===== config.mk =====
export PLATFORM = sky130hd
export DESIGN_NAME = siu_niu_tx_flat
export DESIGN_NICKNAME = d
export VERILOG_FILES = /design/src/rtl/siu_niu_pkg.sv /design/src/rtl/siu_niu_tx_if.sv /design/src/rtl/siu_niu_credit_ctr.sv /design/src/rtl/siu_niu_tx.sv /design/src/flat_wrapper.sv
export SDC_FILE = /design/constraint.sdc
export NUM_CORES = 1
export LEC_CHECK = 0
export ABC_AREA = 1
export CELL_PAD_IN_SITES_DETAIL_PLACEMENT = 1
export CELL_PAD_IN_SITES_GLOBAL_PLACEMENT = 1
export CORE_AREA = 2 2 308 310
export CTS_BUF_LIST = sky130_fd_sc_hd__clkbuf_4
export DETAILED_ROUTE_END_ITERATION = 7
export DIE_AREA = 0 0 310 312
export PLACE_DENSITY_LB_ADDON = 0.1
export SLEW_MARGIN = 20
export SYNTH_ARGS = -nofsm -noshare
export SYNTH_HDL_FRONTEND = slang
export SYNTH_SLANG_ARGS = --single-unit

===== constraint.sdc =====
create_clock -name iol2clk -period 22.5 [get_ports iol2clk]
set_input_delay 2.25 -clock iol2clk [delete_from_list [all_inputs] [get_ports iol2clk]]
set_output_delay 2.25 -clock iol2clk [all_outputs]
set_load 0.01 [all_outputs]

===== src/rtl/siu_niu_pkg.sv =====
// Shared definitions for the SIU->NIU outbound path: FSM states, bus
// geometry and the per-lane parity function used by both ends of the link.
package siu_niu_pkg;

  localparam int SIO_NIU_BEATS = 4;
  localparam int SIO_NIU_DW    = 128;
  localparam int SIO_NIU_PARW  = 8;

  typedef enum logic [1:0] {
    IDLE,
    HDR,
    GAP,
    PAY
  } tx_state_t;

  // Even parity per 16-bit lane: bit i covers data[16i+15:16i].
  function automatic logic [SIO_NIU_PARW-1:0] lane_parity(input logic [SIO_NIU_DW-1:0] d);
    logic [SIO_NIU_PARW-1:0] p;
    p = '0;
    for (int i = 0; i < SIO_NIU_PARW; i++) begin
      p[i] = ^d[16*i +: 16];
    end
    return p;
  endfunction

endpackage


===== src/rtl/siu_niu_tx_if.sv =====
// Outbound SIU->NIU link: header/payload bus plus the NIU credit return.
interface siu_niu_tx_if;
  import siu_niu_pkg::*;

  logic                    sio_niu_hdr_vld;
  logic                    sio_niu_datareq;
  logic [SIO_NIU_DW-1:0]   sio_niu_data;
  logic [SIO_NIU_PARW-1:0] sio_niu_parity;
  logic                    niu_sio_credit;

  modport master (
    output sio_niu_hdr_vld,
    output sio_niu_datareq,
    output sio_niu_data,
    output sio_niu_parity,
    input  niu_sio_credit
  );

  modport slave (
    input  sio_niu_hdr_vld,
    input  sio_niu_datareq,
    input  sio_niu_data,
    input  sio_niu_parity,
    output niu_sio_credit
  );

endinterface


===== src/rtl/siu_niu_credit_ctr.sv =====
// NIU buffer credit counter. Starts full, one credit consumed per accepted
// packet, one returned per NIU pulse. A return while already full saturates
// and latches credit_ovf until reset.
module siu_niu_credit_ctr #(
  parameter int CREDITS = 4
) (
  input  logic clk,
  input  logic rst_l,
  input  logic take,
  input  logic give,
  output logic avail,
  output logic credit_ovf
);

  localparam int CW = $clog2(CREDITS + 1);
  localparam logic [CW-1:0] FULL = CW'(CREDITS);
  localparam logic [CW-1:0] ONE  = CW'(1);

  logic [CW-1:0] cnt;

  // Credit count and sticky overflow; take and give together cancel out.
  always_ff @(posedge clk or negedge rst_l) begin
    if (!rst_l) begin
      cnt        <= FULL;
      credit_ovf <= 1'b0;
    end else if (take && !give) begin
      cnt <= cnt - ONE;
    end else if (give && !take) begin
      if (cnt == FULL) begin
        credit_ovf <= 1'b1;
      end else begin
        cnt <= cnt + ONE;
      end
    end
  end

  assign avail = (cnt != '0);

endmodule


===== src/rtl/siu_niu_tx.sv =====
// SIU-side DMA response transmitter. Takes one response per handshake,
// emits a header cycle and, for reads, a gap cycle plus four payload beats.
// All outbound bus signals come straight from flops; the next-cycle values
// are computed one cycle ahead from the next state.
module siu_niu_tx
  import siu_niu_pkg::*;
#(
  parameter int CREDITS = 4,
  parameter int DW      = SIO_NIU_DW
) (
  input  logic                          iol2clk,
  input  logic                          rst_l,
  input  logic                          rsp_vld,
  output logic                          rsp_rdy,
  input  logic [DW-1:0]                 rsp_hdr,
  input  logic                          rsp_has_data,
  input  logic [SIO_NIU_BEATS*DW-1:0]   rsp_data,
  siu_niu_tx_if.master                  niu,
  output logic                          credit_ovf
);

  localparam logic [1:0] LAST_BEAT = 2'(SIO_NIU_BEATS - 1);

  tx_state_t state, state_nxt;
  logic [1:0] beat, beat_nxt;
  logic       has_q;
  logic       accept;
  logic       avail;

  logic [SIO_NIU_BEATS-1:0][DW-1:0] data_q;

  logic                    hdr_vld_nxt;
  logic                    datareq_nxt;
  logic [DW-1:0]           data_nxt;
  logic [SIO_NIU_PARW-1:0] parity_nxt;

  // Ready is forced low while reset is held so nothing is accepted then.
  assign rsp_rdy = rst_l && (state == IDLE) && avail;
  assign accept  = rsp_vld && rsp_rdy;

  siu_niu_credit_ctr #(
    .CREDITS (CREDITS)
  ) u_credit (
    .clk        (iol2clk),
    .rst_l      (rst_l),
    .take       (accept),
    .give       (niu.niu_sio_credit),
    .avail      (avail),
    .credit_ovf (credit_ovf)
  );

  // Payload capture; held until the last beat so upstream is free after accept.
  always_ff @(posedge iol2clk) begin
    if (accept) begin
      data_q <= rsp_data;
    end
  end

  // Next state and the bus values to be shown while in that state.
  always_comb begin
    state_nxt   = state;
    beat_nxt    = beat;
    hdr_vld_nxt = 1'b0;
    datareq_nxt = 1'b0;
    data_nxt    = '0;
    parity_nxt  = '0;
    case (state)
      IDLE: begin
        if (accept) begin
          state_nxt   = HDR;
          hdr_vld_nxt = 1'b1;
          datareq_nxt = rsp_has_data;
          data_nxt    = rsp_hdr;
        end
      end
      HDR: begin
        state_nxt = has_q ? GAP : IDLE;
      end
      GAP: begin
        state_nxt  = PAY;
        beat_nxt   = 2'd0;
        data_nxt   = data_q[0];
        parity_nxt = lane_parity(data_q[0]);
      end
      PAY: begin
        if (beat == LAST_BEAT) begin
          state_nxt = IDLE;
        end else begin
          beat_nxt   = beat + 2'd1;
          data_nxt   = data_q[beat_nxt];
          parity_nxt = lane_parity(data_q[beat_nxt]);
        end
      end
      default: state_nxt = IDLE;
    endcase
  end

  // State, beat counter and registered outbound bus; reset aborts any packet.
  always_ff @(posedge iol2clk or negedge rst_l) begin
    if (!rst_l) begin
      state               <= IDLE;
      beat                <= 2'd0;
      has_q               <= 1'b0;
      niu.sio_niu_hdr_vld <= 1'b0;
      niu.sio_niu_datareq <= 1'b0;
      niu.sio_niu_data    <= '0;
      niu.sio_niu_parity  <= '0;
    end else begin
      state               <= state_nxt;
      beat                <= beat_nxt;
      if (accept) begin
        has_q <= rsp_has_data;
      end
      niu.sio_niu_hdr_vld <= hdr_vld_nxt;
      niu.sio_niu_datareq <= datareq_nxt;
      niu.sio_niu_data    <= data_nxt;
      niu.sio_niu_parity  <= parity_nxt;
    end
  end

endmodule

===== src/flat_wrapper.sv =====
// flat-port wrapper written by rule: the top's interface ports become plain ports
module siu_niu_tx_flat import siu_niu_pkg::*;
#(
  parameter int CREDITS = 4,
  parameter int DW      = SIO_NIU_DW
)
  (iol2clk, rst_l, rsp_vld, rsp_rdy, rsp_hdr, rsp_has_data, rsp_data, credit_ovf, niu_sio_niu_hdr_vld, niu_sio_niu_datareq, niu_sio_niu_data, niu_sio_niu_parity, niu_niu_sio_credit);
  siu_niu_tx_if niu_i ();
  input  logic iol2clk;
  input  logic rst_l;
  input  logic rsp_vld;
  output logic rsp_rdy;
  input  logic [DW-1:0] rsp_hdr;
  input  logic rsp_has_data;
  input  logic [SIO_NIU_BEATS*DW-1:0] rsp_data;
  output logic credit_ovf;
  output wire logic [$bits(niu_i.sio_niu_hdr_vld)-1:0] niu_sio_niu_hdr_vld;
  output wire logic [$bits(niu_i.sio_niu_datareq)-1:0] niu_sio_niu_datareq;
  output wire logic [$bits(niu_i.sio_niu_data)-1:0] niu_sio_niu_data;
  output wire logic [$bits(niu_i.sio_niu_parity)-1:0] niu_sio_niu_parity;
  input wire logic [$bits(niu_i.niu_sio_credit)-1:0] niu_niu_sio_credit;
  assign niu_sio_niu_hdr_vld = niu_i.sio_niu_hdr_vld;
  assign niu_sio_niu_datareq = niu_i.sio_niu_datareq;
  assign niu_sio_niu_data = niu_i.sio_niu_data;
  assign niu_sio_niu_parity = niu_i.sio_niu_parity;
  assign niu_i.niu_sio_credit = niu_niu_sio_credit;
  siu_niu_tx #(.CREDITS(CREDITS), .DW(DW)) u_core (.iol2clk(iol2clk), .rst_l(rst_l), .rsp_vld(rsp_vld), .rsp_rdy(rsp_rdy), .rsp_hdr(rsp_hdr), .rsp_has_data(rsp_has_data), .rsp_data(rsp_data), .niu(niu_i), .credit_ovf(credit_ovf));
endmodule

# [Yosys cells after proc, flatten, opt, wreduce, memory -nomap -nowiden]
# Cells that the tools add are included.
[totals] reg_bits=659 input_bits=645 out_inout_bits=140 elab_cells=78
[op_classes] addsub=3 order_cmp=1 eq_ne=9 muxes=20 bitwise_logic=1 n_reduce_logical=31
[ops] operator="128-bit 2-to-1 mux" n=3
[ops] operator="128-bit case mux with 3 select lines" n=1
[ops] operator="128-bit binary-select mux with 2-bit select" n=1
[ops] operator="16-bit XOR reduction" n=16
[ops] operator="8-bit case mux with 2 select lines" n=1
[ops] operator="3-bit 2-to-1 mux" n=3
[ops] operator="2-bit 2-to-1 mux" n=4
[ops] operator="8-bit 2-to-1 mux" n=1
[ops] operator="2-bit case mux with 4 select lines" n=1
[ops] operator="2-bit equality test (second input constant)" n=3
[ops] operator="2-bit inequality test (second input constant)" n=3
[ops] operator="2-bit AND reduction" n=3
[ops] operator="1-bit logical AND" n=5
[ops] operator="1-bit 2-to-1 mux" n=4
[ops] operator="2-bit case mux with 2 select lines" n=1
[ops] operator="2-bit nonzero test" n=2
[ops] operator="3-bit by 1-bit adder with 3-bit output (second input constant)" n=1
[ops] operator="3-bit equality test (second input constant)" n=1
[ops] operator="2-bit by 3-bit less-than comparator with 1-bit output (second input constant)" n=1
[ops] operator="3-bit AND reduction" n=1
[ops] operator="3-bit nonzero test" n=1
[ops] operator="3-bit by 1-bit subtractor with 3-bit output (second input constant)" n=1
[ops] operator="2-bit by 1-bit adder with 2-bit output (second input constant)" n=1
[ops] operator="2-bit by 1-bit equality test with 1-bit output (second input constant)" n=1
[ops] operator="other kinds (4)" n=5

# [Longest topological paths before layout]
# Gate-level depths: netlist of the first run.
[logic_depth] depth_word=8 mapped_depth=19 ltp_nobuf=16

# [Hierarchy]
# Synthesis of the first run repeated with hierarchy kept, for this count alone.
[unflattened] cells_unflattened=2841 area_unflattened_um2=29259.3
[modules_own_cells] mod="siu_niu_tx" instances=1 cells_each=2806 area_each_um2=28979.0 seq_area_each_um2=18953.2
[modules_own_cells] mod="siu_niu_credit_ctr" instances=1 cells_each=35 area_each_um2=280.3 seq_area_each_um2=101.3

# [Least setup slack after synthesis of the first run]
# No wires, ideal clock.
[synth_path] path_type="input to register" start="input port rst_l" end="register u_core.u_credit.cnt[2]" setup_time_ps=75 t_arrival_ps=19430 required_ps=22425 slack_ps=2994 cell_stages=11 n_path_buf=1 path_cell_list="o311ai_0 inv_1 nand2_1 inv_1 clkbuf_1 ha_1 inv_1 fa_1 xnor2_1 nand3_1 xnor2_1"
[synth_between] elab_chain_len=7 word_cells_on_any_way=10 classes_between="1 x eq/ne; 1 x mux; 8 x reduce/logical"
[synth_rtl] element="start, declared" line="flat_wrapper.sv:10" text="input logic rst_l;"
[synth_rtl] element="1-bit logical AND (*) (2 in series)" line="siu_niu_tx.sv:38" text="assign rsp_rdy = rst_l && (state == IDLE) && avail;"
[synth_rtl] element="named net rsp_rdy" line="flat_wrapper.sv:12" text="output logic rsp_rdy;"
[synth_rtl] element="1-bit logical AND (*)" line="siu_niu_tx.sv:39" text="assign accept = rsp_vld && rsp_rdy;"
[synth_rtl] element="1-bit logical NOT" line="siu_niu_credit_ctr.sv:28" text="end else if (give && !take) begin"
[synth_rtl] element="1-bit logical AND" line="siu_niu_credit_ctr.sv:28"
[synth_rtl] element="2-bit nonzero test (no line)"
[synth_rtl] element="2-bit AND reduction (no line)"
[synth_rtl] element="end signal, assigned" line="siu_niu_credit_ctr.sv:27" text="cnt <= cnt - ONE;"
[synth_rtl] element="end signal, assigned" line="siu_niu_credit_ctr.sv:32" text="cnt <= cnt + ONE;"
[synth_rtl] element="end, declared" line="siu_niu_credit_ctr.sv:19" text="logic [CW-1:0] cnt;"
# Mark *: on every way through the listed nets, which the timed path passes. The rest lies on a longest branch.
# A chain may end at the register's enable or synchronous reset.

# [Worst setup path after layout of the first run]
[layout_path] start="input port rst_l" end="output port rsp_rdy"
[layout_between] elab_chain_len=2
[layout_rtl] element="1-bit logical AND (2 in series)" line="siu_niu_tx.sv:38"
[layout_rtl] element="end, declared" line="flat_wrapper.sv:12"
# Every way passes these cells.

==> results.cfg, run 1 <==
[run_status]
status = finished, final reports clean

[clock_tree]
clk_path_buf_depth = 3
cts.sinks = 659
postCtsSetupBuffers = 0
postCtsResizedCells = 0
cts_hold_buf = 0
clk_latency_ns = 1.10
numCtsBuffers = 188
cts_tree = yes
path_clk_slew_ns = 0.06
root_buffer = clkbuf_4
htree_levels = 4

[setup_path]
regToRegEndpoint = u_core.niu.sio_niu_parity[2]$_DFF_PN0_
cp_max_fo = 36
cp.arrival_ns = 3.51
worstRegToRegCells = 14
r2r_start = u_core.beat[0]$_DFFE_PN0P_
r2r_slack_ns = 17.21
start_kind = primary input
crit_type = primary input to output port
end_kind = output port
worstPathRequired_ns = 20.25

[layout]
nNetsFinal = 4395
area_growth_syn_to_layout_pct = 39.11
drive_above_1_share_pct = 9.565
final_area_um2 = 41030
fin_util_pct = 44.09

[yosys]
avgSynthCellArea_um2 = 10.23
netlist.area_leader.share_pct = 52.13
seq_area_frac_synth_pct = 64.61
synth_nets = 3531
ys_types = 26
synth_flop_cell = edfxtp_1
synth_cells = 2882
syn_area_um2 = 29490
synth_edf_count = 512
ys_async_sr_fraction_pct = 22.31
ys_ff_latch = 659
synth_area_leaders = edfxtp_1 52%, nand2_1 17%, dfrtp_1 12%, nand3_1 5.0%, xnor2_1 3.2%
synth_top_area_cell = edfxtp_1
ys_warn_count = 0

[sta]
hold_viol_final = 0
fmax_mhz = 173.5
period_share_pct = 25.61
slew_violations = 0
slew_headroom_pct = 24.03
worstMarginPinSlew_ns = 1.140
skew_ns = 0.06560
setup_viol = 0
timing.hold.ws_ns = 0.4876
setup_tns_ns = 0
period_needed_ns = 5.762
rsz0062_at_grt = false

[floorplanning]
start_util_pct = 31.70
dieArea_um2 = 96720
ios = 785
row_count = 112
die_h_um = 312
core_area_um2 = 93050
die_x_um = 310

[global_routing]
grt_pass1_wl_um = 172900
grt_antenna_before_repair = 86
grt_max_degree = 178
grt-ovfl-total = 0
grtUsageTotal_pct = 24.65
grt_pass1_vias = 27110

[worst_hold_path]
min_from = u_core.u_credit.credit_ovf$_DFFE_PN0P_
min_to = u_core.u_credit.credit_ovf$_DFFE_PN0P_
min_path_type = register to register
whs_path_depth = 1

[detailed_routing]
vias = 24890
drc_errors = 0
first_pass_iters = 5
wire_per_inst_um = 23.14
vias_per_cell = 4.766
antenna_left = 0
initialDrtViolationCount = 1284
wl_um = 120900

[flow_run]
maxCapViolCount = 0

[pwr]
power_density_nw_per_um2 = 141.0
p_leak_nw = 16.36
vdd_drop_max_uv = 100.5

[place]
hpwl_um = 86280
gp_congestion = 0.8452
postPlaceCellArea_um2 = 38310
io_buffers = 784
worst max-delay path, cell delays in order:
cell and delay, ns:
clkbuf_8 0.34, o311ai_0 0.21, inv_1 0.13, clkdlybuf4s50_1 0.56
worst max-delay path by stage:
stage / start / end / slack (ns) / cells after the start
after floorplan: rst_l / u_core.u_credit.cnt[2]$_DFFE_PN1P_ / 2.99 / 11
after global placement: rst_l / u_core.data_q[288]$_DFFE_PN_ / 16.32 / 7
after detailed placement: rst_l / u_core.data_q[288]$_DFFE_PN_ / 16.25 / 7
after CTS: rst_l / rsp_rdy / 16.67 / 4
after global routing: rst_l / rsp_rdy / 16.60 / 4
final: rst_l / rsp_rdy / 16.74 / 4
area by class of cell:
cell class                 count  area, um2
fill                       10650      52020
sequential                   659      19060
multi-input combinational   1999       9294
timing repair buffer         804       8001
clock buffer                 297       2230
tap                         1254       1569
inverter                      94      387.9
clock inverter                57      340.3
antenna                       58      145.1
cell usage in the layout (no fill, tap or decap), types with 6 or more instances in the layout:
master,netlist,layout
a21oi_1,8,8
buf_4,5,20
clkbuf_4,0,297
clkdlybuf4s50_1,0,783
clkinv_1,0,32
clkinv_2,0,9
dfrtp_1,146,145
diode_2,0,58
edfxtp_1,512,512
inv_1,91,87
inv_2,2,7
nand2_1,1361,1360
nand2_2,19,20
nand3_1,295,295
nand4_1,6,6
nor2_1,9,8
o211ai_1,127,127
o21ai_0,12,12
xnor2_1,109,109
xor2_1,47,47
sequential cells by signal, indices dropped and copies added (netlist names), 2 cells and up, named ones only:
register	cells
u_core.niu.sio_niu_parity	8
u_core.data_q	512
u_core.niu.sio_niu_data	128
u_core.u_credit.cnt	3
u_core.beat	2
per-stage QoR:
step | total power, mW | instances | setup WS, ns
after floorplan | 3.641 | 2882 | 2.994
after global placement | 4.531 | 4810 | 16.32
after detailed placement | 4.656 | 4810 | 16.25
after CTS | 5.889 | 5164 | 16.67
after global routing | 6.279 | 5213 | 16.60
final | 5.783 | 5222 | 16.74
cell usage after synthesis, types with 3 or more instances:
| library cell | n |
|---|---|
| a21oi_1 | 8 |
| buf_2 | 64 |
| buf_4 | 5 |
| buf_6 | 28 |
| clkbuf_1 | 31 |
| dfrtp_1 | 146 |
| edfxtp_1 | 512 |
| ha_1 | 3 |
| inv_1 | 91 |
| nand2_1 | 1361 |
| nand2_2 | 19 |
| nand3_1 | 295 |
| nand4_1 | 6 |
| nor2_1 | 9 |
| o211ai_1 | 127 |
| o21ai_0 | 12 |
| xnor2_1 | 109 |
| xor2_1 | 47 |
kinds of logic (layout without fill, tap and decap cells):
kind of cell,after synthesis,count (layout),share of synthesized area (%)
AOI/OAI and AO/OA,149,149,3.636
xor gates and xnor gates,156,156,4.633
adders and majority gates,4,4,0.1952
buffers and inverters,224,1252,3.954
DFF,659,659,64.61
other,0,58,0
and+or+nand+nor,1690,1690,22.97
report_power, final:
| part | total [mW] | internal, mW | switching (mW) |
|---|---|---|---|
| logic | 2.92 | 0.969 | 1.96 |
| registers | 1.66 | 1.55 | 0.107 |
| clock network | 1.20 | 0.636 | 0.562 |
layer usage:
layer | wire (um) | vias up | GRT usage, %
li1 | - | 11560 | -
met1 | 44270 | 12180 | 26.06
met2 | 61880 | 816 | 42.01
met3 | 10030 | 263 | 9.426
met4 | 4238 | 68 | 13.65
met5 | 440 | - | 0
Note: power is estimated with default switching activity, not from simulation.
==> inputs of run 2 (changes only) <==
--- a/config.mk
+++ b/config.mk
@@ -8,10 +8,10 @@
 export ABC_AREA = 1
 export CELL_PAD_IN_SITES_DETAIL_PLACEMENT = 1
 export CELL_PAD_IN_SITES_GLOBAL_PLACEMENT = 1
-export CORE_AREA = 2 2 308 310
+export CORE_AREA = 2 2 302 304
 export CTS_BUF_LIST = sky130_fd_sc_hd__clkbuf_4
 export DETAILED_ROUTE_END_ITERATION = 7
-export DIE_AREA = 0 0 310 312
+export DIE_AREA = 0 0 304 306
 export PLACE_DENSITY_LB_ADDON = 0.1
 export SLEW_MARGIN = 20
 export SYNTH_ARGS = -nofsm -noshare
==> constraint.sdc (replaced) <==
create_clock -name iol2clk -period 4.8 [get_ports iol2clk]
set_input_delay 0.48 -clock iol2clk [delete_from_list [all_inputs] [get_ports iol2clk]]
set_output_delay 0.48 -clock iol2clk [all_outputs]
set_load 0.01 [all_outputs]
==> run 2 against run 1 <==
Against the previous run: clock skew rose by 0.0094 ns; power rose to 4.9 times the previous value; wire length grew 11%; flip-flop and latch count unchanged; count of clock-buffer cells in the layout is 14 higher; critical path depth is 13 higher; first-iteration DRC count grew 31%.
==> results.cfg, run 2 (synthesis gave the netlist of run 1 again) <==
[place]
hpwl_um = 87310
pre_cts_ws_ns = 1.323
dp.cells = 4742
io_buffers = 784
gp_congestion = 0.8746
postPlaceCellArea_um2 = 38410

[clock_tree]
root_buffer = clkbuf_4
postCtsResizedCells = 0
cts.sinks = 659
postCtsSetupBuffers = 0
cts_tree = yes
htree_levels = 4
cts_hold_buf = 635
clk_latency_ns = 1.10
numCtsBuffers = 187
clk_path_buf_depth = 3
path_clk_slew_ns = 0.07

[setup_path]
crit_type = register to register
cp_max_fo = 199
start_kind = register
cp.arrival_ns = 4.42
worstPathRequired_ns = 5.72
end_kind = register

[pwr]
power_switching_mw = 12.76
power_frac_seq_pct = 27.5
power_density_nw_per_um2 = 591.2
pwr-share-comb_pct = 52.1
p_int_mw = 15.31
p_sw_share_pct = 45.45
clkPwrFrac_pct = 20.4
p_leak_nw = 19.12
vdd_drop_max_uv = 522.9
fin_total_pwr_mw = 28.07

[detailed_routing]
first_pass_iters = 5
vias_per_cell = 4.867
antenna_left = 0
drc_errors = 0
initialDrtViolationCount = 1685
wl_um = 134100
vias = 28150
wire_per_inst_um = 23.18

[layout]
area_growth_syn_to_layout_pct = 61.03
layout_commonest_cell = nand2_1
final_area_um2 = 47490
nNetsFinal = 5039
final_cells = 5783
nFillCells = 9750
final_cell_mix = 1,360 x nand2_1, 783 x clkdlybuf4s50_1, 635 x dlygate4sd3_1
largest_registers = u_core.data_q x512, u_core.niu.sio_niu_data x128, u_core.niu.sio_niu_parity x8
drive_above_1_share_pct = 8.478
regMostFlops = u_core.data_q
largest_reg_flops = 512

[sta]
rsz0062_at_grt = false
period_share_pct = 72.81
fmax_mhz = 286.1
hold_viol_final = 0
slew_violations = 0
worstMarginPinSlew_ns = 1.128
setup_ws_ns = 1.305
setup_tns_ns = 0
period_needed_ns = 3.495
setup_viol = 0
slew_headroom_pct = 24.79
skew_ns = 0.07501

[global_routing]
grt-ovfl-total = 0
grt_pass1_vias = 31330
grt_max_degree = 200
grtUsageTotal_pct = 28.43
grt_antenna_before_repair = 54
grt_pass1_wl_um = 197200

[flow_run]
maxCapViolCount = 0

[floorplanning]
ios = 785
dieArea_um2 = 93020
die_x_um = 304
core_area_um2 = 89600
start_util_pct = 32.92
die_h_um = 306
row_count = 110

[worst_hold_path]
min_path_type = primary input to register

[run_status]
status = finished, final reports clean
-- run 2: final cells by class --
class	instances	area [um2]	area share, %
timing repair buffer	1449	14560	30.65
multi-input combinational	1999	9294	19.57
clock inverter	41	254.0	0.5348
inverter	94	385.4	0.8115
clock buffer	311	2335	4.916
sequential	659	19060	40.13
antenna	54	135.1	0.2845
tap	1176	1471	3.098
-- run 2: power by group through the flow --
stage,clock (mW),sequential [mW],combinational (mW)
after global placement,0,7.82,13.6
after detailed placement,0,7.82,14.1
final,5.73,7.73,14.6
after CTS,5.81,7.72,14.6
after floorplan,0,7.93,8.75
after global routing,6.17,7.80,16.2
-- run 2: routing by layer --
| metal | global-route usage, % | routed length, um | vias up |
|---|---|---|---|
| li1 | - | - | 12830 |
| met1 | 31.52 | 50790 | 13900 |
| met2 | 51.48 | 69780 | 1066 |
| met3 | 6.809 | 7848 | 322 |
| met4 | 12.87 | 5476 | 26 |
| met5 | 0 | 161 | - |
-- run 2: metrics by stage --
stage | util (%) | hold WS [ns]
global route | 52.98 | 0.02029
finish | 53.00 | 0.1197
global placement | 42.87 | 0.3219
detailed placement | 42.87 | 0.3248
CTS | 52.85 | 0.0002391
floorplan | - | 0.1844
-- run 2: worst paths after layout --
check,from,to,slack [ns],cells after the start
worst max-delay path,u_core.beat[0]$_DFFE_PN0P_,u_core.niu.sio_niu_parity[7]$_DFF_PN0_,1.31,17
worst min-delay path,rsp_hdr[0],u_core.niu.sio_niu_data[0]$_DFF_PN0_,0.12,3
worst max register to register,u_core.beat[0]$_DFFE_PN0P_,u_core.niu.sio_niu_parity[7]$_DFF_PN0_,1.31,17
worst min register to register,u_core.has_q$_DFFE_PN0N_,register,0.49,2
max in group asynchronous,rst_l,u_core.niu.sio_niu_data[64]$_DFF_PN0_,3.05,4
min in group asynchronous,rst_l,u_core.niu.sio_niu_parity[5]$_DFF_PN0_,0.25,3
-- run 2: critical path, stage by stage, from the launching register on --
cell,delay [ns]
dfrtp_4,0.48
buf_12,0.73
buf_4,0.73
nand2_1,0.14
nand3_1,0.13
nand2_1,0.11
inv_1,0.08
nand2_1,0.07
nand2_1,0.14
inv_1,0.08
nand2_1,0.06
nand2_1,0.05
nand2_1,0.05
nand2_1,0.09
inv_1,0.07
nand2_1,0.05
nand3_1,0.07
nand2_1,0.05
==> inputs of run 3 (changes only) <==
--- a/config.mk
+++ b/config.mk
@@ -8,10 +8,10 @@
 export ABC_AREA = 1
 export CELL_PAD_IN_SITES_DETAIL_PLACEMENT = 1
 export CELL_PAD_IN_SITES_GLOBAL_PLACEMENT = 1
-export CORE_AREA = 2 2 302 304
+export CORE_AREA = 2 2 308 310
 export CTS_BUF_LIST = sky130_fd_sc_hd__clkbuf_4
 export DETAILED_ROUTE_END_ITERATION = 7
-export DIE_AREA = 0 0 304 306
+export DIE_AREA = 0 0 310 312
 export PLACE_DENSITY_LB_ADDON = 0.1
 export SLEW_MARGIN = 20
 export SYNTH_ARGS = -nofsm -noshare
==> constraint.sdc (replaced) <==
create_clock -name iol2clk -period 3.5 [get_ports iol2clk]
set_input_delay 0.35 -clock iol2clk [delete_from_list [all_inputs] [get_ports iol2clk]]
set_output_delay 0.35 -clock iol2clk [all_outputs]
set_load 0.01 [all_outputs]
==> run 3 against run 2 <==
Against the previous run: final cell count up 1.9%; sequential power up 38%; sequential share of layout area down 0.27 points; flip-flop and latch count unchanged; first-iteration DRC count up 0.65%; die area up 4.0%; largest cell class unchanged.
==> results.cfg, run 3 (synthesis gave the netlist of run 1 again) <==
[global_routing]
grt_antenna_before_repair = 56
grt_pass1_wl_um = 200800
grtUsageTotal_pct = 28.04
grt_pass1_vias = 31660
grt-ovfl-total = 0
grt_max_degree = 137

[setup_path]
crit_start = u_core.beat[0]$_DFFE_PN0P_
r2r_start = u_core.beat[0]$_DFFE_PN0P_
worstPathRequired_ns = 4.45
cp.arrival_ns = 4.04
worstRegToRegCells = 15
end_kind = register
r2r_slack_ns = 0.41
cp_max_fo = 102
crit_type = register to register
regToRegEndpoint = u_core.niu.sio_niu_parity[1]$_DFF_PN0_
start_kind = register

[sta]
worstMarginPinSlew_ns = 0.9171
rsz0062_at_grt = false
hold_viol_final = 0
period_share_pct = 88.32
setup_viol = 0
period_needed_ns = 3.091
fmax_mhz = 323.5
skew_ns = 0.1033
slew_violations = 0
slew_headroom_pct = 38.86

[layout]
largest_registers = u_core.data_q x512, u_core.niu.sio_niu_data x128, u_core.niu.sio_niu_parity x8
area_growth_syn_to_layout_pct = 62.12
largest_reg_flops = 512
nNetsFinal = 5058
layout_commonest_cell = nand2_1
nFillCells = 10300
final_cell_mix = 1,359 x nand2_1, 783 x clkdlybuf4s50_1, 646 x dlygate4sd3_1
fin_util_pct = 51.39
regMostFlops = u_core.data_q
final_cells = 5890
drive_above_1_share_pct = 8.660

[detailed_routing]
vias_per_cell = 4.798
first_pass_iters = 5
initialDrtViolationCount = 1696
drc_errors = 0
vias = 28260
antenna_left = 0
wl_um = 136600
wire_per_inst_um = 23.20

[place]
io_buffers = 784
hpwl_um = 90120
gp_congestion = 0.8393
dp.cells = 4825

[floorplanning]
row_count = 112
die_x_um = 310
die_h_um = 312
ios = 785
dieArea_um2 = 96720
core_area_um2 = 93050
start_util_pct = 31.70

[worst_hold_path]
min_path_type = primary input to register
whs_path_depth = 2
min_to = u_core.data_q[98]$_DFFE_PN_
min_from = rsp_data[98]

[clock_tree]
cts.sinks = 659
clk_latency_ns = 1.15
cts_tree = yes
path_clk_slew_ns = 0.08
clk_path_buf_depth = 3
root_buffer = clkbuf_4
postCtsResizedCells = 0
htree_levels = 4
numCtsBuffers = 190

[pwr]
power_density_nw_per_um2 = 814.9
vdd_drop_max_uv = 1223
p_leak_nw = 19.22

[flow_run]
maxCapViolCount = 0

[run_status]
status = finished, final reports clean
==> run 3: cell count changes in the layout (fill, tap and decap cells not counted), sizes merged, moves of 3 or more <==
| cell | previous run | this run |
|---|---|---|
| buf | 30 | 35 |
| dlygate4sd3 | 635 | 646 |
| diode | 54 | 63 |
| inv | 97 | 100 |
==> run 3: power by group <==
group	internal, mW	switching (mW)	leakage [nW]
Clock	4.23	3.71	1.57
Sequential	9.98	0.681	6.56
Combinational	6.92	13.4	11.1
==> run 3: per-layer routing <==
metal  GRT usage, %  share of wire (%)
met5              0              0.076
met4          14.09                4.7
met2          49.17                 51
met1          31.32                 38
met3          7.181                6.2
==> run 3: how the worst max path moves through the flow <==
stage | endpoint | slack, ns | cells after the start
after detailed placement | u_core.niu.sio_niu_parity[1]$_DFF_PN0_ | 0.45 | 14
after global placement | u_core.niu.sio_niu_parity[1]$_DFF_PN0_ | 0.58 | 14
final | u_core.niu.sio_niu_parity[1]$_DFF_PN0_ | 0.41 | 15
after global routing | u_core.niu.sio_niu_parity[1]$_DFF_PN0_ | 0.19 | 16
after floorplan | u_core.u_credit.cnt[2]$_DFFE_PN1P_ | -0.007 | 11
after CTS | u_core.niu.sio_niu_parity[1]$_DFF_PN0_ | 0.43 | 14
==> run 3: layout make-up <==
class	instances	area, um2	area share, %
clock inverter	44	256.5	0.5365
antenna	63	157.7	0.3297
sequential	659	19060	39.86
inverter	94	387.9	0.8112
tap	1254	1569	3.282
timing repair buffer	1465	14740	30.83
multi-input combinational	1999	9299	19.45
clock buffer	312	2342	4.899
==> run 3: through the flow <==
stage	area [um2]	TNS [ns]	hold slack [ns]	power [mW]	worst slack (ns)
detailed placement	38590	0	0.4797	30.43	0.4517
CTS	47660	0	0.1996	39.09	0.4304
global route	47770	0	0.2712	41.95	0.1939
floorplan	29520	-0.007212	0.05441	22.84	-0.007212
global placement	38590	0	0.4674	29.78	0.5786
finish	47810	0	0.3078	38.96	0.4088
==> run 3: critical path, cell delays in order, from the launching register on <==
cell and delay, ns:
dfrtp_4 0.55, clkinv_8 0.41, buf_12 0.35, nand2_1 0.17, nand3_1 0.11, nand2_1 0.11, nand2_1 0.09, nand2_1 0.13
inv_1 0.10, nand2_1 0.05, nand2_1 0.08, nand2_1 0.05, nand2_1 0.29, nand3_1 0.16, nand3_1 0.11, nand2_1 0.06
==> run 3: repair_timing <==
item | 4_1_cts | 5_1_grt
hold buffers | 646 | 0
setup endpoints to repair | 0 | 0
buffers inserted | 0 | 0
hold endpoints to repair | 769 | 0
==> variant 1 (flow settings as in run 1) <==
Set the package constant `SIO_NIU_PARW` to 16 (it was 8).
--- a/src/rtl/siu_niu_pkg.sv
+++ b/src/rtl/siu_niu_pkg.sv
@@ -6,3 +6,3 @@
   localparam int SIO_NIU_DW    = 128;
-  localparam int SIO_NIU_PARW  = 8;
+  localparam int SIO_NIU_PARW  = 16;
 
Ports: changed (resized niu_sio_niu_parity); port bits go from 785 to 793. No check against the original RTL was run, so the function may have changed too.
==> variant 1 against run 1 <==
  * Wire length is 2.1% lower
  * Critical path depth stayed put
  * Global-route usage is 0.58 points lower
  * Fmax is 1.8% lower
  * Count of clock-buffer cells in the layout is 3 lower
  * Sequential share of layout area hardly changed
  * Combinational power hardly changed
  * Total power is 0.46% lower
  * Cell area hardly changed
  * Synthesized area is 0.39% higher
  * Worst setup slack worse by 0.10 ns
  * Sequential cell count stayed put
  * Critical path type unchanged
==> variant 1: results (changes against run 1) <==
[run_status]
outcome = finished clean

[synth]
post_synth_xor_area_fraction_pct = 4.61  ; -0.018 points
synth_area_leaders = sky130_fd_sc_hd__edfxtp_1 (52%), sky130_fd_sc_hd__nand2_1 (18%), sky130_fd_sc_hd__dfrtp_1 (12%)
synth_common_cells = sky130_fd_sc_hd__nand2_1 (1397), sky130_fd_sc_hd__edfxtp_1 (512), sky130_fd_sc_hd__nand3_1 (302)
post_synth_num_cell_types = 25  ; -3.8%
synth.yosys.seq_area_share_pct = 64.4  ; -0.25 points
synthAdderAreaFrac_pct = 0.194  ; -0.00077 points
compound_cell_area_share_of_the_yosys_netlist_pct = 3.62  ; -0.014 points

[detailed_routing]
met2_wirelength_um = 60800  ; -1.8%
detail_route.wirelength.met1_um = 45800  ; +3.5%
route.final.wire_length_um = 118000  ; -2.1%
route.met3.wl_um = 7550  ; -25%

[grt]
grt_use_met2_pct = 41.8  ; -0.17 points
grtUsageTotal_pct = 24.1  ; -0.58 points
wire_length_of_the_first_global_routing_pass_um = 171000  ; -1.2%
grt_antenna_before_repair = 54  ; -37%
grt_pass1_vias = 26900  ; -0.88%

[critical_path]
r2r.worst_path.cells = 16  ; +2
worst_path_largest_cell_delay_ns = 0.54  ; -0.02 ns
cp.arrival_ns = 3.62  ; +0.11 ns

[placement]
dp_cells = 4838  ; +0.58%
place_worst_setup_slack_ns = 16.10  ; -0.149 ns
post_dp_cell_area_um2 = 38400  ; +0.21%

[timing]
clock_skews_ns = 0.0763  ; +0.0107 ns
worst-slew-pin-transition_ns = 1.13  ; -0.00971 ns
min_period_over_period_pct = 26.1  ; +0.46 points

[power]
post-layout-total-power_mw = 5.76  ; -0.46%
net-switching-power_mw = 2.61  ; -0.44%
vdd_ir_drop_max_mv = 0.132  ; +31%

[cts]
inserted_clock_buffers = 192  ; +2.1%

[finish]
nets_final = 4427  ; +0.73%
post_route_cells_drive_above_1_share_pct = 8.74  ; -0.83 points

variant 1: cell types whose count changed in the layout (fill, tap and decap cells not counted), sizes merged, moves of 6 or more:
cell / run 1 / this run
nand2: 1380 / 1402
diode: 58 / 41
clkinv: 47 / 63
conb: 0 / 8
nand3: 295 / 302
inv: 98 / 92
variant 1: how the worst min path moves through the flow:
stage          depth (start not counted)                                    from  slack, ns                                      to
3_5_place_dp                           1  u_core.u_credit.credit_ovf$_DFFE_PN0P_       0.46  u_core.u_credit.credit_ovf$_DFFE_PN0P_
6_report                               1  u_core.u_credit.credit_ovf$_DFFE_PN0P_       0.47  u_core.u_credit.credit_ovf$_DFFE_PN0P_
4_1_cts                                1  u_core.u_credit.credit_ovf$_DFFE_PN0P_       0.48  u_core.u_credit.credit_ovf$_DFFE_PN0P_
5_1_grt                                1  u_core.u_credit.credit_ovf$_DFFE_PN0P_       0.52  u_core.u_credit.credit_ovf$_DFFE_PN0P_
2_1_floorplan                          2                u_core.has_q$_DFFE_PN0N_       0.45             u_core.state[1]$_DFFE_PN0P_
3_3_place_gp                           1  u_core.u_credit.credit_ovf$_DFFE_PN0P_       0.47  u_core.u_credit.credit_ovf$_DFFE_PN0P_
variant 1: layout make-up:
| type | instances | area (um^2) |
|---|---|---|
| Fill cell | 10600 | 52000 |
| Sequential cell | 659 | 19100 |
| Multi-Input combinational cell | 2037 | 9410 |
| Timing Repair Buffer | 800 | 7990 |
| Clock buffer | 294 | 2210 |
| Tap cell | 1254 | 1570 |
| Clock inverter | 71 | 360 |
| Inverter | 88 | 360 |
| Antenna cell | 41 | 103 |
variant 1: critical path: cells and delay by family:
family          cells  cell delay [ns]
compound gates      1             0.24
buf+inv             3             1.05
==> variant 2 (flow settings as in run 1) <==
Made on the original files. Put a register stage on the output `credit_ovf`, with the module's reset. The value now appears one clock later. The other outputs are not delayed to match.
--- a/src/rtl/siu_niu_tx.sv
+++ b/src/rtl/siu_niu_tx.sv
@@ -22,2 +22,4 @@
   localparam logic [1:0] LAST_BEAT = 2'(SIO_NIU_BEATS - 1);
+
+  logic credit_ovf_d;
 
@@ -48,3 +50,3 @@
     .avail      (avail),
-    .credit_ovf (credit_ovf)
+    .credit_ovf (credit_ovf_d)
   );
@@ -120,2 +122,10 @@
 
+  always_ff @(posedge iol2clk or negedge rst_l) begin
+    if (!rst_l) begin
+      credit_ovf <= '0;
+    end else begin
+      credit_ovf <= credit_ovf_d;
+    end
+  end
+
 endmodule
Function: not settled (the Yosys comparison gave no result); the edit may change what the design does.
==> variant 2 against run 1 <==
  * Sequential cell count grew 1
  * Synthesized area about the same
  * Clock skew increased by 0.0032 ns
  * Total power fell by 0.27%
  * Wire length down 0.61%
  * Combinational power about the same
  * Final cell count is 0.19% lower
  * Utilization hardly changed
  * Worst setup slack got worse by 0.18 ns
  * Cell area increased by 0.11%
  * Critical path type unchanged
==> variant 2: results (changes against run 1) <==
[synth]
synth_edf_count = 512  ; unchanged
post_synth_num_cell_types = 26  ; unchanged
synth.net_count = 3532  ; +0.028%
synth_area_leaders = sky130_fd_sc_hd__edfxtp_1 (52%), sky130_fd_sc_hd__nand2_1 (17%), sky130_fd_sc_hd__dfrtp_1 (12%)
ys_async_sr_fraction_pct = 22.4  ; +0.12 points
instance_count_of_the_mapped_netlist = 2883  ; +0.035%
synth.yosys.seq_area_share_pct = 64.6  ; about the same
synth_common_cells = sky130_fd_sc_hd__nand2_1 (1361), sky130_fd_sc_hd__edfxtp_1 (512), sky130_fd_sc_hd__nand3_1 (295)

[critical_path]
timing_startpoint_of_the_critical_path = rst_l
r2r_slack_ns = 17.89  ; +0.68 ns
cp_max_fo = 57  ; +58%
worst_path_largest_cell_delay_ns = 0.54  ; -0.02 ns
slowest_stage = sky130_fd_sc_hd__clkdlybuf4s50_1
worstReg2RegEnd = u_core.niu.sio_niu_parity[4]$_DFF_PN0_

[grt]
grt_use_met3_pct = 8.08  ; -1.3 points
wire_length_of_the_first_global_routing_pass_um = 173000  ; about the same
grt_use_met2_pct = 43.0  ; +1.0 points
grtUsageTotal_pct = 24.5  ; -0.12 points
grt_antenna_before_repair = 68  ; -21%
grt_start_max_net_pins = 189  ; +6.2%
grt_pass1_vias = 27000  ; -0.49%
use_met1_pct = 27.3  ; +1.2 points

[placement]
placement.io_buffers = 784  ; unchanged
finalWeightedCongestion = 0.844  ; -0.18%
dp_cells = 4809  ; -0.021%
post_dp_cell_area_um2 = 38300  ; about the same
dp_hpwl_um = 84900  ; -1.5%

[finish]
nMultiInputCombCells = 1999  ; unchanged
finalNonFillerCells = 5212  ; -0.19%
seq_area_share_pct = 46.5  ; about the same
n_antenna_cell = 44  ; -24%
nets_final = 4398  ; +0.068%
area_taken_by_multi_input_logic_gates_um2 = 9290  ; unchanged
final-clk-cell-share_pct = 6.24  ; -0.028 points
multi_input_logic_portion_of_the_cell_area_pct = 22.6  ; -0.026 points
final.fill_count = 10600  ; -0.88%
signal_buffers = 804  ; unchanged
area_share_nonclk_buffers_pct = 19.6  ; +0.14 points
num-clock-buffers = 295  ; -0.67%
seq_cells = 660  ; +0.15%
post_route_cells_drive_above_1_share_pct = 9.40  ; -0.16 points

[timing]
worst-slew-pin-transition_ns = 1.12  ; -0.0174 ns
clock_skews_ns = 0.0688  ; +0.00316 ns
holdWs_ns = 0.393  ; -0.0942 ns

[detailed_routing]
first_iter_violations = 1408  ; +9.7%
via_count = 24800  ; -0.46%
number_of_detailed_route_iterations_in_the_first_pass = 6  ; +1
wire_per_inst_um = 23.0  ; -0.42%
drcViolationCount = 0  ; unchanged

[cts]
inserted_clock_buffers = 190  ; +1.1%
path_clk_slew_ns = 0.06  ; about the same

[worst_hold_path]
holdPathStages = 0  ; -1
hold_path_end = u_core.credit_ovf$_DFF_PN0_

[run_status]
outcome = finished clean

[power]
leakage_nw = 16.4  ; +0.16%
vdd_ir_drop_max_mv = 0.0727  ; -28%

[variant 2: logic make-up (layout without fill, tap and decap cells)]
group | count (synthesis) | in the layout | share of synthesized area, %
AOI/OAI and AO/OA | 149 | 149 | 3.63
xor gates and xnor gates | 156 | 156 | 4.63
adders and majority gates | 4 | 4 | 0.195
buffers and inverters | 224 | 1255 | 3.95
DFF | 660 | 660 | 64.6
other | 0 | 44 | 0
and+or+nand+nor | 1690 | 1690 | 23.0
[variant 2: power by group]
group          leakage [nW]  internal (mW)  switching [mW]
sequential             6.57           1.56           0.109
combinational          8.29          0.975            1.94
clock                  1.53          0.633           0.557
[variant 2: routing by layer]
metal	share of wire, %	vias to the layer above
met4	2.4	54
met2	51	803
met1	38	12100
met3	7.8	234
met5	0.31	-
li1	-	11600
[variant 2: metrics by stage]
stage	util, %	power (mW)	setup slack [ns]
floorplan	-	3.64	2.99
global placement	41.2	4.53	16.07
detailed placement	41.2	4.64	15.98
CTS	44.0	5.87	16.51
global route	44.1	6.28	16.42
finish	44.1	5.77	16.56
